<file path="src/rtl/cmask_range_encoder.sv">
// cmask_range_encoder
// Turns a crossbar select mask into the ascending list of inclusive
// (C_start, C_end) runs of set bits. The mask is scanned CHUNK_WIDTH bits
// per cycle; a run that crosses a chunk boundary is still emitted once.
// Optional feature macro: CMASK_ENC_COUNT_EN adds the range_count port and
// its counter (runs emitted for the current / last mask).
module cmask_range_encoder #(
  parameter int NUM_CROSSBAR = 1024,
  parameter int SRC_SIZE     = 10,
  parameter int CHUNK_WIDTH  = 64
) (
  input  logic                    clock,
  input  logic                    resetn,
  input  logic [NUM_CROSSBAR-1:0] mask_in,
  input  logic                    mask_valid,
  output logic                    mask_ready,
  output logic [SRC_SIZE-1:0]     C_start,
  output logic [SRC_SIZE-1:0]     C_end,
  output logic                    range_valid,
  input  logic                    range_ready,
`ifdef CMASK_ENC_COUNT_EN
  output logic [SRC_SIZE:0]       range_count,
`endif
  output logic                    done
);

  localparam int CHUNK_BITS = $clog2(CHUNK_WIDTH);
  localparam int NUM_CHUNKS = NUM_CROSSBAR / CHUNK_WIDTH;
  localparam int CIDX_W     = SRC_SIZE + 1 - CHUNK_BITS;

  localparam logic [SRC_SIZE:0]   PTR_END  = (SRC_SIZE+1)'(NUM_CROSSBAR);
  localparam logic [SRC_SIZE:0]   PTR_LAST = (SRC_SIZE+1)'(NUM_CROSSBAR - 1);
  localparam logic [SRC_SIZE:0]   PTR_ONE  = (SRC_SIZE+1)'(1);
  localparam logic [SRC_SIZE-1:0] IDX_ONE  = SRC_SIZE'(1);

  typedef enum logic [1:0] {
    ST_IDLE = 2'd0,
    ST_SCAN = 2'd1,
    ST_EMIT = 2'd2,
    ST_DONE = 2'd3
  } state_t;

  state_t                  r_state;
  logic [NUM_CROSSBAR-1:0] r_mask;
  logic [SRC_SIZE:0]       r_ptr;
  logic                    r_target;     // 1: seeking a run start, 0: seeking its end
  logic [SRC_SIZE-1:0]     r_start;
  logic [SRC_SIZE-1:0]     r_end;
  logic                    r_mask_ready;
  logic                    r_range_valid;
  logic                    r_done;

  logic [CIDX_W-1:0]       w_cidx;
  logic [CHUNK_BITS-1:0]   w_offset;
  logic [CHUNK_WIDTH-1:0]  w_chunk;
  logic [CHUNK_WIDTH-1:0]  w_cand;
  logic                    w_found;
  logic [CHUNK_BITS-1:0]   w_pos;
  logic [SRC_SIZE:0]       w_idx;
  logic [SRC_SIZE-1:0]     w_idx_m1;
  logic [SRC_SIZE:0]       w_chunk_end;
  logic                    w_last_chunk;
  logic                    w_accept;
  logic                    w_range_hs;
  logic                    w_emit_last;

  assign w_cidx       = r_ptr[SRC_SIZE:CHUNK_BITS];
  assign w_offset     = r_ptr[CHUNK_BITS-1:0];
  assign w_idx        = {w_cidx, w_pos};
  assign w_idx_m1     = w_idx[SRC_SIZE-1:0] - IDX_ONE;
  assign w_chunk_end  = {w_cidx, {CHUNK_BITS{1'b1}}};
  assign w_last_chunk = (w_chunk_end == PTR_LAST);
  assign w_accept     = (r_state == ST_IDLE) && mask_valid && r_mask_ready;
  assign w_range_hs   = (r_state == ST_EMIT) && range_ready;
  assign w_emit_last  = (r_ptr == PTR_END) || ({1'b0, r_end} == PTR_LAST);

  // Select the chunk that holds the scan pointer (one-hot OR mux).
  always_comb begin
    w_chunk = {CHUNK_WIDTH{1'b0}};
    for (int c = 0; c < NUM_CHUNKS; c++) begin
      w_chunk = w_chunk | ((w_cidx == CIDX_W'(c)) ?
                           r_mask[c*CHUNK_WIDTH +: CHUNK_WIDTH] :
                           {CHUNK_WIDTH{1'b0}});
    end
  end

  // Candidates are bits equal to the target value at or above the pointer.
  always_comb begin
    w_cand  = (r_target ? w_chunk : ~w_chunk) & ({CHUNK_WIDTH{1'b1}} << w_offset);
    w_found = |w_cand;
  end

  // Lowest-index candidate within the window.
  always_comb begin
    w_pos = {CHUNK_BITS{1'b0}};
    for (int b = CHUNK_WIDTH - 1; b >= 0; b--) begin
      w_pos = w_cand[b] ? CHUNK_BITS'(b) : w_pos;
    end
  end

  // Control FSM with registered handshake outputs and scan datapath.
  always_ff @(posedge clock or negedge resetn) begin
    if (!resetn) begin
      r_state       <= ST_IDLE;
      r_mask        <= {NUM_CROSSBAR{1'b0}};
      r_ptr         <= {(SRC_SIZE+1){1'b0}};
      r_target      <= 1'b1;
      r_start       <= {SRC_SIZE{1'b0}};
      r_end         <= {SRC_SIZE{1'b0}};
      r_mask_ready  <= 1'b0;
      r_range_valid <= 1'b0;
      r_done        <= 1'b0;
    end else begin
      case (r_state)
        ST_IDLE: begin
          r_done <= 1'b0;
          if (w_accept) begin
            r_mask       <= mask_in;
            r_ptr        <= {(SRC_SIZE+1){1'b0}};
            r_target     <= 1'b1;
            r_mask_ready <= 1'b0;
            r_state      <= ST_SCAN;
          end else begin
            r_mask_ready <= 1'b1;
          end
        end

        ST_SCAN: begin
          if (w_found) begin
            if (r_target) begin
              r_start  <= w_idx[SRC_SIZE-1:0];
              r_ptr    <= w_idx + PTR_ONE;
              r_target <= 1'b0;
              if (w_idx == PTR_LAST) begin
                // A run starting on the final bit is also complete.
                r_end         <= w_idx[SRC_SIZE-1:0];
                r_range_valid <= 1'b1;
                r_state       <= ST_EMIT;
              end else begin
                r_state <= ST_SCAN;
              end
            end else begin
              r_end         <= w_idx_m1;
              r_ptr         <= w_idx;
              r_target      <= 1'b1;
              r_range_valid <= 1'b1;
              r_state       <= ST_EMIT;
            end
          end else begin
            r_ptr <= w_chunk_end + PTR_ONE;
            if (w_last_chunk) begin
              if (r_target) begin
                r_done  <= 1'b1;
                r_state <= ST_DONE;
              end else begin
                // Open run reaches the top of the mask.
                r_end         <= PTR_LAST[SRC_SIZE-1:0];
                r_range_valid <= 1'b1;
                r_state       <= ST_EMIT;
              end
            end else begin
              r_state <= ST_SCAN;
            end
          end
        end

        ST_EMIT: begin
          if (w_range_hs) begin
            r_range_valid <= 1'b0;
            if (w_emit_last) begin
              r_done  <= 1'b1;
              r_state <= ST_DONE;
            end else begin
              r_state <= ST_SCAN;
            end
          end else begin
            r_range_valid <= 1'b1;
          end
        end

        ST_DONE: begin
          r_done       <= 1'b0;
          r_mask_ready <= 1'b1;
          r_state      <= ST_IDLE;
        end

        default: begin
          r_state       <= ST_IDLE;
          r_mask_ready  <= 1'b0;
          r_range_valid <= 1'b0;
          r_done        <= 1'b0;
        end
      endcase
    end
  end

`ifdef CMASK_ENC_COUNT_EN
  logic [SRC_SIZE:0] r_range_count;

  // Runs emitted for the current mask; held in IDLE until the next accept.
  always_ff @(posedge clock or negedge resetn) begin
    if (!resetn) begin
      r_range_count <= {(SRC_SIZE+1){1'b0}};
    end else if (w_accept) begin
      r_range_count <= {(SRC_SIZE+1){1'b0}};
    end else if (w_range_hs) begin
      r_range_count <= r_range_count + PTR_ONE;
    end else begin
      r_range_count <= r_range_count;
    end
  end

  assign range_count = r_range_count;
`endif

  assign mask_ready  = r_mask_ready;
  assign range_valid = r_range_valid;
  assign C_start     = r_start;
  assign C_end       = r_end;
  assign done        = r_done;

endmodule

</file>
<file path="config.mk">
export PLATFORM = sky130hd
export DESIGN_NAME = cmask_range_encoder
export DESIGN_NICKNAME = d
export VERILOG_FILES = /design/src/rtl/cmask_range_encoder.sv
export SDC_FILE = /design/constraint.sdc
export NUM_CORES = 2
export LEC_CHECK = 0
export ABC_AREA = 1
export CAP_MARGIN = 20
export CORE_AREA = 2 2 412 414
export CTS_CLUSTER_SIZE = 10
export DETAILED_ROUTE_END_ITERATION = 10
export DIE_AREA = 0 0 414 416
export MAX_ROUTING_LAYER = met4
export PLACE_DENSITY = 0.51
export SYNTH_ARGS = -nofsm -noshare
export SYNTH_HDL_FRONTEND = slang
export SYNTH_SLANG_ARGS = --single-unit
</file>
<file path="constraint.sdc">
create_clock -name clock -period 6.1 [get_ports clock]
set_input_delay 0.915 -clock clock [delete_from_list [all_inputs] [get_ports clock]]
set_output_delay 0.915 -clock clock [all_outputs]
set_load 0.02 [all_outputs]
</file>
* Word-level counts from Yosys, hierarchy flattened
Cells that the tools add are included.
** Word-level totals
- Register bits after elaboration :: 1061
- Output and inout port bits :: 23
- Input bits :: 1028
** Cells by class
- Bitwise operators :: 17
- Muxes and demuxes :: 118
- Eq/ne operators :: 34
- Reductions and logical operators :: 21
- Shift-type cells :: 1
- $add $sub $neg :: 3
** Operator list (count)
- $mux 64 :: 17
- $or 64x64->64 :: 15
- $mux 6 :: 64
- $and 64x64->64 :: 1
- $not 64->64 :: 1
- $reduce_or 64->1 :: 1
- $shl 64x6->64 const A :: 1
- $mux 10 :: 5
- $eq 5x4->1 const B :: 8
- $mux 11 :: 3
- $add 11x1->11 const B :: 2
- $pmux 11 s2 :: 1
- $eq 5x3->1 const B :: 4
- $mux 1 :: 16
- $mux 2 :: 7
- $ne 2x2->1 const B :: 7
- $ne 3x3->1 const B :: 4
- $eq 11x10->1 const B :: 1
- $eq 11x11->1 const B :: 1
- $eq 10x10->1 const B :: 1
- $eq 5x2->1 const B :: 2
- $sub 10x1->10 const B :: 1
- $reduce_and 3->1 :: 3
- $pmux 2 s4 :: 1
- other kinds (15) :: 27

* Logic depth before layout (Yosys ltp)
- Depth after elaboration :: 89
- Mapped depth :: 89
- Mapped depth without buffers :: 89

* Least setup slack after synthesis
OpenSTA, ideal clock, no wires.
- Path kind :: register to register
- From :: register r_ptr[7]
- To :: register r_end[4] (netlist: C_end[4])
- Data required time :: 5974 ps
- Setup time :: 126 ps
- Arrival time :: 6136 ps
- Stages on the path, launching flop included :: 74
- Slack :: -162 ps
- Cells stage by stage :: dfrtp_1 > ha_1 > inv_1 > nor2_1 > ha_1 > clkbuf_1 > buf_4 > a22o_1 > a21oi_1 > nand4_1 > a2111oi_0 > a21boi_0 > o21ai_0 > nand2_1 > nand2_1 > nand2_1 > nand2_1 > nand2_1 > (+38 left out) > nand2_1 > nand2_1 > nand2_1 > nand2_2 > a21oi_4 > ha_1 > inv_1 > nor3_2 > inv_2 > nor3_2 > nor2_1 > clkinv_1 > nand2_1 > nor2_1 > inv_1 > nor2_4 > inv_2 > o32a_1
** On the way
- Word-level cells in the longest chain between the ends :: 87
- Elaborated cells on any way between the ends :: 124
- Those cells by class :: add/sub: 1; eq/ne: 18; mux: 84; bitwise: 17; reduce/logical: 4
** RTL lines
- start, declared :: RTL line 45 : logic [SRC_SIZE:0] r_ptr;
- start signal, assigned :: RTL line 106 : r_ptr <= {(SRC_SIZE+1){1'b0}};
- start signal, assigned :: RTL line 119 : r_ptr <= {(SRC_SIZE+1){1'b0}};
- start signal, assigned :: RTL line 132 : r_ptr <= w_idx + PTR_ONE;
- $eq 5x1->1 / $logic_not 5->1 (equally long branches) :: RTL line 81 : w_chunk = w_chunk | ((w_cidx == CIDX_W'(c)) ?
- $mux 64 :: RTL line 81
- $or 64x64->64 (14 in a row) :: RTL line 81
- $or 64x64->64 * :: RTL line 81
- $not 64->64 :: RTL line 89 : w_cand = (r_target ? w_chunk : ~w_chunk) & ({CHUNK_WIDTH{1'b1}} << w_offset);
- $mux 64 * :: RTL line 89
- $and 64x64->64 * :: RTL line 89
- $mux 6 (63 in a row) :: RTL line 97 : w_pos = w_cand[b] ? CHUNK_BITS'(b) : w_pos;
- $mux 6 * :: RTL line 97
- via w_pos[0] :: RTL line 58 : logic [CHUNK_BITS-1:0] w_pos;
- $sub 10x1->10 / $eq 11x10->1 (equally long branches) :: RTL line 70, 134
- $mux 10 / $ne 2x1->1 (equally long branches)
- $mux 10 / $reduce_and 4->1 (equally long branches)
- end signal, assigned :: RTL line 109 : r_end <= {SRC_SIZE{1'b0}};
- end signal, assigned :: RTL line 136 : r_end <= w_idx[SRC_SIZE-1:0];
- end signal, assigned :: RTL line 143 : r_end <= w_idx_m1;
- end, declared :: RTL line 48 : logic [SRC_SIZE-1:0] r_end;
The timed path passes the listed nets; every way through them passes the cells marked *. The select of a mux whose other input is x is not followed.
A chain may end at the register's enable or synchronous reset.

* Final worst setup path
- From :: register r_ptr[6]
- To :: register r_end[4] (netlist: C_end[4])
The elaborated chain is that of the path after synthesis.

==> flow_metrics.py <==
metrics = {
    "sta": {
        "skew_ns": 0.0282,
        "worstMarginPinSlew_ns": 1.15,
        "rsz0062_at_grt": "true",
        "worst_slack_ns": -0.870,
        "slew_headroom": 0.236,
        "period_share": 1.14,
        "holdWs_ns": 0.269,
        "setup_viol": 25,
        "drv_slew": 0,
        "final-hold-violation-count": 0,
        "fmax_mhz": 143,
        "period_minus_slack_ns": 6.97,
    },
    "finish": {
        "instances_no_fill": 9967,
        "seq_area_um2": 26600,
        "drive_gt1_frac": 0.140,
        "multi_input_area_um2": 21000,
        "syn2layout_area_growth_pct": 46.0,
        "nets": 8664,
        "finalInstanceArea_um2": 71400,
        "final_util": 0.424,
        "n_fill_cell": 17200,
    },
    "power": {
        "max-vdd-ir-drop_uv": 272,
        "intPower_w": 0.0209,
        "power.switching_w": 0.0141,
        "power_frac_seq": 0.362,
        "power_density_nw_per_um2": 491,
        "finalPower_w": 0.0351,
        "share_comb_of_total_power": 0.419,
        "cellLeakagePower_nw": 34.7,
        "sw_frac_of_total": 0.403,
        "power.share.clock": 0.219,
    },
    "floorplan": {
        "io_pins": 1051,
        "dieWidth_um": 414,
        "rows": 151,
        "die_h_um": 416,
        "start_util": 0.291,
        "core_area_um2": 168000,
        "dieArea_um2": 172000,
    },
    "critical_path": {
        "regToRegSetupSlack_ns": -0.87,
        "critPathKind": "register to register",
        "crit_top_cell": "nand2_1",
        "crit_fanout": 4,
        "critPathLaunchType": "register",
        "slowest_stage": "dfrtp_2",
        "reg2reg_to": "C_end[4]$_DFFE_PN0P_",
        "worstRegToRegCells": 80,
        "cp.arrival_ns": 7.60,
        "critPathCaptureType": "register",
        "required_ns": 6.73,
        "max_stage_delay_ns": 0.48,
        "r2r_start": "r_ptr[6]$_DFFE_PN0P_",
    },
    "grt": {
        "grt_pass1_wl_um": 368000,
        "antenna_found_initial": 73,
        "grt_start_max_net_pins": 196,
        "grt.total_usage": 0.306,
        "grt_pass1_vias": 50300,
        "grt_overflow_total": 0,
    },
    "clocking": {
        "numCtsBuffers": 134,
        "clock_latency_ns": 0.78,
        "clkSinkCount": 1061,
        "clockBufferDepth": 3,
        "cts_tree": "yes",
        "cts_hold_buf": 0,
        "htreeDepth": 4,
        "cts_root_buf": "clkbuf_16",
        "path_clk_slew_ns": 0.06,
    },
    "synthesis": {
        "synth_area_um2": 48900,
        "synth_ff_type": "dfrtp_1",
        "synth_cells": 6161,
        "yosys.area.top_type": "dfrtp_1",
        "synthTopCellsByCount": "nand2_1, dfrtp_1, clkbuf_1, o21ai_0, inv_1",
        "yosysSeqAreaShare": 0.543,
        "synth_edf_count": 0,
        "synth_nets": 7202,
        "yosys.area.top_type_share": 0.542,
        "synth_cell_type_count": 60,
        "ys_top_cells_by_area": "dfrtp_1, nand2_1, o21ai_0, a221oi_1, clkbuf_1",
        "yosys_register_bits": 1061,
        "syn_avg_cell_area_um2": 7.94,
        "yosys_warnings": 0,
        "synth.most_common_cell": "nand2_1",
        "async_reset_ff_frac": 1.00,
    },
    "route": {
        "wl_per_cell_um": 26.1,
        "vias_per_cell": 4.90,
        "drtPass1Iterations": 6,
        "num_vias": 48800,
        "drc_errors": 0,
        "ant_nets": 0,
        "routed_wl_um": 261000,
        "detail_route.iter0.violations": 4643,
    },
    "job": {
        "cap_viol_max_count": 0,
    },
    "placement": {
        "place.gp.congestion": 0.967,
        "dp_hpwl_um": 202000,
        "place_area_um2": 65500,
        "io_buffers": 1050,
        "dpl.cell_count": 9662,
    },
    "run_status": {
        "violations": "negative setup slack",
        "run_status": "finished, violations left",
    },
    "hold_path": {
        "hold_path.class": "primary input to async pin",
    },
}
-- layout by cell type (no fill, tap or decap), types with 64 or more instances in the layout --
cell,n
clkdlybuf4s50_1,1049
clkbuf_16,135
a221oi_2,83
a221oi_1,70
nand2_1,3416
dfrtp_1,1058
buf_4,561
inv_1,225
nand4_1,66
nand3_1,64
o21ai_0,244
nor2_1,106
-- power groups by stage --
| stage | logic (W) | registers [W] | clock network (W) |
|---|---|---|---|
| finish | 0.0147 | 0.0127 | 0.00769 |
| floorplan | 0.00695 | 0.0117 | 0 |
| global placement | 0.0138 | 0.0126 | 0 |
| global route | 0.0162 | 0.0130 | 0.00810 |
| CTS | 0.0144 | 0.0126 | 0.00783 |
| detailed placement | 0.0139 | 0.0126 | 0 |
-- registers in the layout, summed over array words and instances, names as in the netlist --
name / count
r_state: 2
C_start: 10
r_target: 1
mask_ready: 1
done: 1
C_end: 10
r_ptr: 11
range_valid: 1
r_mask: 1024
-- cells by family (layout without fill, tap and decap cells) --
group / count (synthesis) / in the layout / synth area share
buffers and inverters: 606 / 2134 / 0.0530
xor gates and xnor gates: 13 / 13 / 0.00233
and+or+nand+nor: 3759 / 3762 / 0.299
DFF: 1061 / 1061 / 0.543
adders and majority gates: 13 / 13 / 0.00333
other: 0 / 57 / 0
AOI/OAI and AO/OA: 709 / 709 / 0.0991
-- per-layer routing --
metal,wire length [um],up-vias,global-route usage
met2,123000,1776,0.485
li1,-,22700,-
met1,110000,24000,0.380
met4,12400,0,0.140
met5,0,-,-
met3,15000,413,0.0557
-- final cells by class --
type                            count  area share
Inverter                          256      0.0140
Clock inverter                     26     0.00468
Timing Repair Buffer             1673       0.222
Multi-Input combinational cell   4497       0.294
Clock buffer                      179      0.0527
Antenna cell                       57     0.00200
Sequential cell                  1061       0.372
Tap cell                         2218      0.0389
-- critical path: cells and delay by family (launching register included) --
family	cells	cell delay (ns)
DFF	1	0.48
and+or+nand+nor	64	4.06
adders and majority gates	3	0.56
buffers and inverters	8	0.60
AOI/OAI and AO/OA	5	1.12
-- repair_timing --
action                     CTS  global route
setup buffers               37             7
pin swaps                   34            29
gates cloned                 3             0
gates resized for setup    147           110
setup endpoints to repair   36            36
-- metrics by stage --
stage	setup TNS (ns)	worst slack [ns]
3_5_place_dp	-31.18	-1.42
2_1_floorplan	0	0.00990
4_1_cts	-12.43	-0.808
6_report	-13.36	-0.870
5_1_grt	-34.53	-1.73
3_3_place_gp	-33.30	-1.45
-- worst max-delay path by stage --
stage | from | endpoint | slack (ns) | cells past startpoint
final | r_ptr[6]$_DFFE_PN0P_ | C_end[4]$_DFFE_PN0P_ | -0.87 | 80
after global routing | r_ptr[6]$_DFFE_PN0P_ | C_end[4]$_DFFE_PN0P_ | -1.73 | 80
after CTS | r_ptr[6]$_DFFE_PN0P_ | C_end[4]$_DFFE_PN0P_ | -0.81 | 80
after detailed placement | r_ptr[6]$_DFFE_PN0P_ | C_end[4]$_DFFE_PN0P_ | -1.42 | 61
after global placement | r_ptr[6]$_DFFE_PN0P_ | C_end[4]$_DFFE_PN0P_ | -1.45 | 61
after floorplan | r_ptr[7]$_DFFE_PN0P_ | C_end[4]$_DFFE_PN0P_ | 0.01 | 85
No activity file was read; power rests on OpenSTA's default activity.
